===== config.mk =====
export PLATFORM = sky130hd
export DESIGN_NAME = platform_pio_displays_hex
export DESIGN_NICKNAME = d
export VERILOG_FILES = /design/src/rtl/platform_pio_displays_hex.sv
export SDC_FILE = /design/constraint.sdc
export NUM_CORES = 1
export LEC_CHECK = 0
export ABC_CLOCK_PERIOD_IN_PS = 3280
export CELL_PAD_IN_SITES_DETAIL_PLACEMENT = 2
export CELL_PAD_IN_SITES_GLOBAL_PLACEMENT = 2
export CORE_MARGIN = 3
export CORE_UTILIZATION = 23
export CTS_BUF_LIST = sky130_fd_sc_hd__clkbuf_16
export CTS_CLUSTER_SIZE = 16
export DETAILED_ROUTE_END_ITERATION = 8
export DONT_BUFFER_PORTS = 1
export GPL_TIMING_DRIVEN = 0
export PLACE_DENSITY = 0.61
export SYNTH_ARGS = -nofsm -noshare
export SYNTH_HDL_FRONTEND = slang
export SYNTH_SLANG_ARGS = --single-unit

===== constraint.sdc =====
create_clock -name clk -period 3.28 [get_ports clk]
set_input_delay 0.656 -clock clk [delete_from_list [all_inputs] [get_ports clk]]
set_output_delay 0.656 -clock clk [all_outputs]
set_load 0.05 [all_outputs]

===== src/rtl/platform_pio_displays_hex.sv =====
// platform_pio_displays_hex: Avalon-MM hex seven-segment controller with per-digit enable, blank and blink.
// Define PIO_DISPLAYS_BLINK_EN to build the blink counter, phase, blink mask and BLINK_DIV register.
module platform_pio_displays_hex #(
    parameter int          N_DIGITS        = 4,
    parameter bit          SEG_ACTIVE_LOW  = 1'b1,
    parameter logic [31:0] BLINK_DIV_RESET = 32'd25000000
) (
    input  logic                    clk,
    input  logic                    reset,
    input  logic [1:0]              address,
    input  logic                    chipselect,
    input  logic                    write_n,
    input  logic [31:0]             writedata,
    output logic [31:0]             readdata,
    output logic [7*N_DIGITS-1:0]   out_port
);
    localparam int DW = 4*N_DIGITS;
    localparam logic [7*N_DIGITS-1:0] SEG_OFF = SEG_ACTIVE_LOW ? '1 : '0;
    localparam logic [6:0] GLYPH [16] = '{7'h3F, 7'h06, 7'h5B, 7'h4F, 7'h66, 7'h6D, 7'h7D, 7'h07,
                                          7'h7F, 7'h6F, 7'h77, 7'h7C, 7'h39, 7'h5E, 7'h79, 7'h71};
    logic                  wr_en;
    logic [DW-1:0]         data;
    logic [N_DIGITS-1:0]   en_mask;
    logic [N_DIGITS-1:0]   blink_mask;
    logic                  blank;
    logic                  phase;
    logic [31:0]           div_rd;
    logic [7*N_DIGITS-1:0] seg_next;
    assign wr_en = chipselect & ~write_n;
    always_ff @(posedge clk or posedge reset) begin
        if (reset) begin
            data    <= '0;
            en_mask <= '1;
            blank   <= 1'b0;
        end else if (wr_en) begin
            if (address == 2'd0) data <= writedata[DW-1:0];
            if (address == 2'd1) begin
                en_mask <= writedata[N_DIGITS-1:0];
                blank   <= writedata[16];
            end
        end
    end
`ifdef PIO_DISPLAYS_BLINK_EN
    logic [31:0] blink_div;
    logic [31:0] cnt;
    logic        wrap;
    assign wrap   = (blink_div != 32'd0) && (cnt == blink_div - 32'd1);
    assign div_rd = blink_div;
    // A BLINK_DIV write restarts the count but a coincident wrap still toggles phase.
    always_ff @(posedge clk or posedge reset) begin
        if (reset) begin
            blink_mask <= '0;
            blink_div  <= BLINK_DIV_RESET;
            cnt        <= '0;
            phase      <= 1'b0;
        end else begin
            if (wr_en && address == 2'd1) blink_mask <= writedata[8 +: N_DIGITS];
            if (wr_en && address == 2'd2) blink_div <= writedata;
            cnt   <= (blink_div == 32'd0 || wrap || (wr_en && address == 2'd2)) ? 32'd0 : cnt + 32'd1;
            phase <= (blink_div == 32'd0) ? 1'b0 : phase ^ wrap;
        end
    end
`else
    logic unused_wd;
    assign blink_mask = '0;
    assign phase      = 1'b0;
    assign div_rd     = 32'd0;
    assign unused_wd  = ^writedata;
`endif
    always_comb begin
        seg_next = '0;
        for (int i = 0; i < N_DIGITS; i++)
            seg_next[7*i +: 7] = (en_mask[i] && !blank && !(blink_mask[i] && phase)) ? GLYPH[data[4*i +: 4]] : 7'h00;
    end
    always_ff @(posedge clk or posedge reset) begin
        if (reset) out_port <= SEG_OFF;
        else       out_port <= SEG_ACTIVE_LOW ? ~seg_next : seg_next;
    end
    always_comb begin
        readdata = address == 2'd0 ? 32'(data) :
                   address == 2'd1 ? {15'd0, blank, 8'(blink_mask), 8'(en_mask)} :
                   address == 2'd2 ? div_rd : {31'd0, phase};
    end
endmodule


[Word level (Yosys, flattened, before mapping)]
Memories as Yosys holds them, arrays and structs flattened.
Cells that the tools add are included.
Word-level totals
  output and inout bits: 60
  bits in registers: 49
  bits in read-only memories: 448
  input port bits: 38
  logic and storage cells: 42
  memories: 4
Memory list
  (name not given): words 16, bits a word 7, rd ports 1, clocked after memory_dff 0, write ports 0, line 73  | seg_next[7*i +: 7] = (en_mask[i] && !blank && !(blink_mask[i] && phase)) ? GLYPH[data[4*i +: 4]] : 7'h00;
  (name not given): words 16, bits a word 7, rd ports 1, clocked after memory_dff 0, write ports 0, line 73
  (name not given): words 16, bits a word 7, rd ports 1, clocked after memory_dff 0, write ports 0, line 73
  (name not given): words 16, bits a word 7, rd ports 1, clocked after memory_dff 0, write ports 0, line 73
Cells by class
  reduce and logical (&&, ||, !) cells: 8
  $lt $le $gt $ge: 4
  muxes and demuxes: 14
  equal/unequal tests: 1
  bitwise operators: 7
Operator list (count)
  $mux 7: 12
  $mux 32: 1
  $not 28->28: 1
  $ge 5x5->1 const B: 4
  $not 4->5: 4
  $mux 17: 1
  $logic_and 1x1->1: 4
  $reduce_and 2->1: 2
  $eq 2x1->1 const B: 1
  $logic_not 2->1: 1
  $and 1x1->1: 1
  $logic_not 1->1: 1
  $not 1->1: 1

[Depth between registers and ports, before layout]
Gate-level depths: netlist of run 1.
  depth in word-level cells: 6
  depth in mapped cells: 5
  mapped depth without buffers: 5

[Worst setup path before layout of run 1]
No wires, ideal clock.
  path type: input to output
  start point: input port address[1]
  end point: output port readdata[10]
  data required time: 2.624 ns
  path slack: 0.558 ns
  buffers on the path: 2
  stages: 3
  arrival time: 2.066 ns
  cell sequence: buf_6 clkbuf_1 nor3_1
Between the ends
  cells in the longest elaborated chain, start to end: 2
Ends and longest elaborated chain
  start, declared: line 10  | input logic [1:0] address,
  $logic_not 2->1: line 80  | readdata = address == 2'd0 ? 32'(data) :
  $mux 32: line 80
  end, declared: line 14  | output logic [31:0] readdata,
No other way between the ends.

[Worst setup path in the final report of run 1]
  start point: input port address[1]
  end point: output port readdata[9]
Same word-level chain as after synthesis.

==> flow_summary_export.csv, run 1 <==
group,metric,value,unit
run_status,status,"complete, no violations",
min_path,hp-class,"primary input to asynchronous set/reset pin",
route,first_pass_iters,4,
timing,rsz0062_at_grt,"no",
clocking,clkSlewWorstSetupHoldPaths,70,ps
layout,seqCellArea,1270,sq um
worst_setup_path,required,2620,ps
clocking,clock_path_buffers,2,
synthesis,yosysTopAreaCell,"dfstp_2",
route,drtIter0Drc,78,
die,ios,98,
layout,syn_to_final_growth,16.1,%
synthesis,yosysSeqAreaShare,0.440,
clocking,cts_sinks,49,
synthesis,synth_top_area_frac,0.292,
clocking,postCtsResizedCells,0,
route,wl_per_cell,17.0,um
synthesis,synth_common_cells,"dfstp_2 (32), ha_1 (24), o21ai_0 (20)",
power,vdd_drop_max,0.163,mV
global_routing,grt_pass1_vias,2265,
placed_design,dp_cells,464,
worst_setup_path,cp_max_fo,10,
timing,fin_skew,5.38,ps
route,ant_nets,0,
placed_design,place_congestion,0.746,
clocking,cts_hold_buf,0,
die,start_util,0.237,
synthesis,synthFlopType,"dfstp_2",
timing,finalMaxSlewViolations,0,
timing,period_needed,2930,ps
synthesis,yosysUniqueCellTypes,39,
route,num_vias,2096,
global_routing,grt_max_degree,27,
worst_setup_path,cp_data_arrival_time,2270,ps
synthesis,synth_warnings,0,
clocking,tritoncts,"done",
placed_design,port_buffers,0,
timing,finalCritPeriodShare,0.893,
clocking,numCtsBuffers,5,
global_routing,grt.overflow.total,0,
die,rows,40,
clocking,cts_max_level,2,
layout,n_antenna_cell,0,
worst_setup_path,reg2reg_depth,5,
layout,drive_above_1_share,0.263,
timing,tightestPinTransition,1440,ps
timing,fmax,342,MHz
clocking,clock_latency,290,ps
synthesis,syn_area,2880,sq um
worst_setup_path,cp-end-kind,"output port",
clocking,postCtsSetupRepairBufs,0,
route,finalWirelength,8.03,mm
timing,finalSetupTns,0,ps
synthesis,async_reset_ff_frac,1.00,
timing,slew_headroom,0.0296,
flow_run,maxCapViolations,0,
global_routing,antenna_found_initial,0,
layout,multi_input_area,1420,sq um
clocking,ctsRootBufferMaster,"clkbuf_16",
placed_design,place_hpwl,6.29,mm
power,power.density,724,nW/um^2
power,p_leak,1.38,nW
synthesis,avgSynthCellArea,10.4,sq um
route,drt-vias-per-instance,4.44,
global_routing,grt_usage,0.120,
synthesis,synth.area.top_cells,"dfstp_2 (29%), dfrtp_1 (15%), ha_1 (10%)",
die,core,12100,sq um
die,dieArea,13900,sq um
synthesis,ys_ff_latch,49,
global_routing,grt_pass1_wl,13.2,mm
timing,hold_viol,0,
timing,final-setup-viol-count,0,
synthesis,yosysMostFrequentCell,"dfstp_2",
synthesis,synthCells,276,
die,die_h,118,um
synthesis,synth_edf_count,0,
worst_setup_path,cp-start-kind,"primary input",
layout,fin_cells,472,
layout,fillers,1364,
die,die_w,118,um
layout,nNetsFinal,365,
worst_setup_path,critPathKind,"primary input to output port",
route,drc,0,
==> cells by family after synthesis <==
logic type | share of synthesized area
other | 0.00130
flip-flops | 0.440
multiplexers | 0.0914
buffers and inverters | 0.0870
AND/OR/NAND/NOR | 0.141
adder cells (fa/ha/maj) | 0.104
AO/OA/AOI/OAI | 0.134
==> state kept, by name, summed over array words and instances, names as in the netlist <==
name / cells
blank: 1
out_port: 28
en_mask: 4
data: 16
==> layout by cell type (no fill, tap or decap), drive strengths merged <==
master   count
a21oi        2
clkbuf      13
a311o        1
a2111oi      4
a221o        1
a31oi        6
mux2i       15
and4bb       1
nand3       10
a211oi       4
nor4b        1
o21ai       21
conb        15
o311ai       2
nand2b       8
a211o        1
a21boi       4
nand3b       4
nor2b        7
nor3        10
clkinv       3
o211ai      10
and2         5
buf         29
ha          24
mux2        10
and3b        1
nor2        12
dfstp       32
inv         13
dfrtp       17
o31a         2
nand2       16
==> worst max-delay path, cell delays in order <==
cell and delay, ps:
buf_6 110, clkbuf_1 280, nor3_1 1220
==> report_power, final <==
part           switching [mW]  internal [mW]  total [mW]  leakage, nW
Clock                   0.217          0.275       0.492       0.0738
Combinational           0.465          0.245       0.709        0.765
Sequential              0.393          0.823        1.22        0.543
Total                    1.07           1.34        2.42         1.38
==> per-stage QoR <==
stage | cell area, sq um | hold WS [ps] | util | total power [mW] | setup slack [ps]
final | 3340 | 305 | 0.276 | 2.42 | 352
after CTS | 3340 | 316 | 0.276 | 2.47 | 331
after detailed placement | 3200 | 556 | 0.264 | 1.95 | 333
after global placement | 3140 | 541 | 0.259 | 1.92 | 325
after floorplan | 2930 | 476 | - | 1.75 | 558
after global routing | 3340 | 343 | 0.276 | 2.60 | 273
==> per-layer routing <==
| metal | GRT usage | vias to the layer above | part of all wire |
|---|---|---|---|
| met1 | 0.150 | 1050 | 0.44 |
| met3 | 0.0389 | 6 | 0.061 |
| li1 | - | 990 | - |
| met2 | 0.202 | 50 | 0.49 |
| met5 | 0 | - | 0 |
| met4 | 0.0286 | 0 | 0.0076 |
==> area by class of cell <==
type                    instances  share of cell area
clock buffers                   5              0.0375
well taps                     168              0.0630
clock inverters                 3             0.00337
repair buffers                  6              0.0172
inverters                      13              0.0146
multi-input cells             197               0.424
flip-flops and latches         49               0.379
plain buffers                  31              0.0604
==> final timing paths <==
check                             start           end  slack, ps
setup reg to reg               data[13]  out_port[21]       1660
max in group asynchronous         reset  out_port[12]       2370
setup / recovery             address[1]   readdata[9]        350
hold / removal                    reset       data[9]        310
hold reg to reg                 data[2]   out_port[5]        570
min in group clk           writedata[4]       data[4]        490
Power figures use the tool's default switching activity.
==> run 2: changes to the inputs <==
--- a/config.mk
+++ b/config.mk
@@ -15,6 +15,7 @@
 export DETAILED_ROUTE_END_ITERATION = 8
 export DONT_BUFFER_PORTS = 1
 export GPL_TIMING_DRIVEN = 0
+export HOLD_SLACK_MARGIN = 0.06
 export PLACE_DENSITY = 0.61
 export SYNTH_ARGS = -nofsm -noshare
 export SYNTH_HDL_FRONTEND = slang
==> results of run 2 <==
No change in the layout: final DEF, timing and power equal those of run 1.
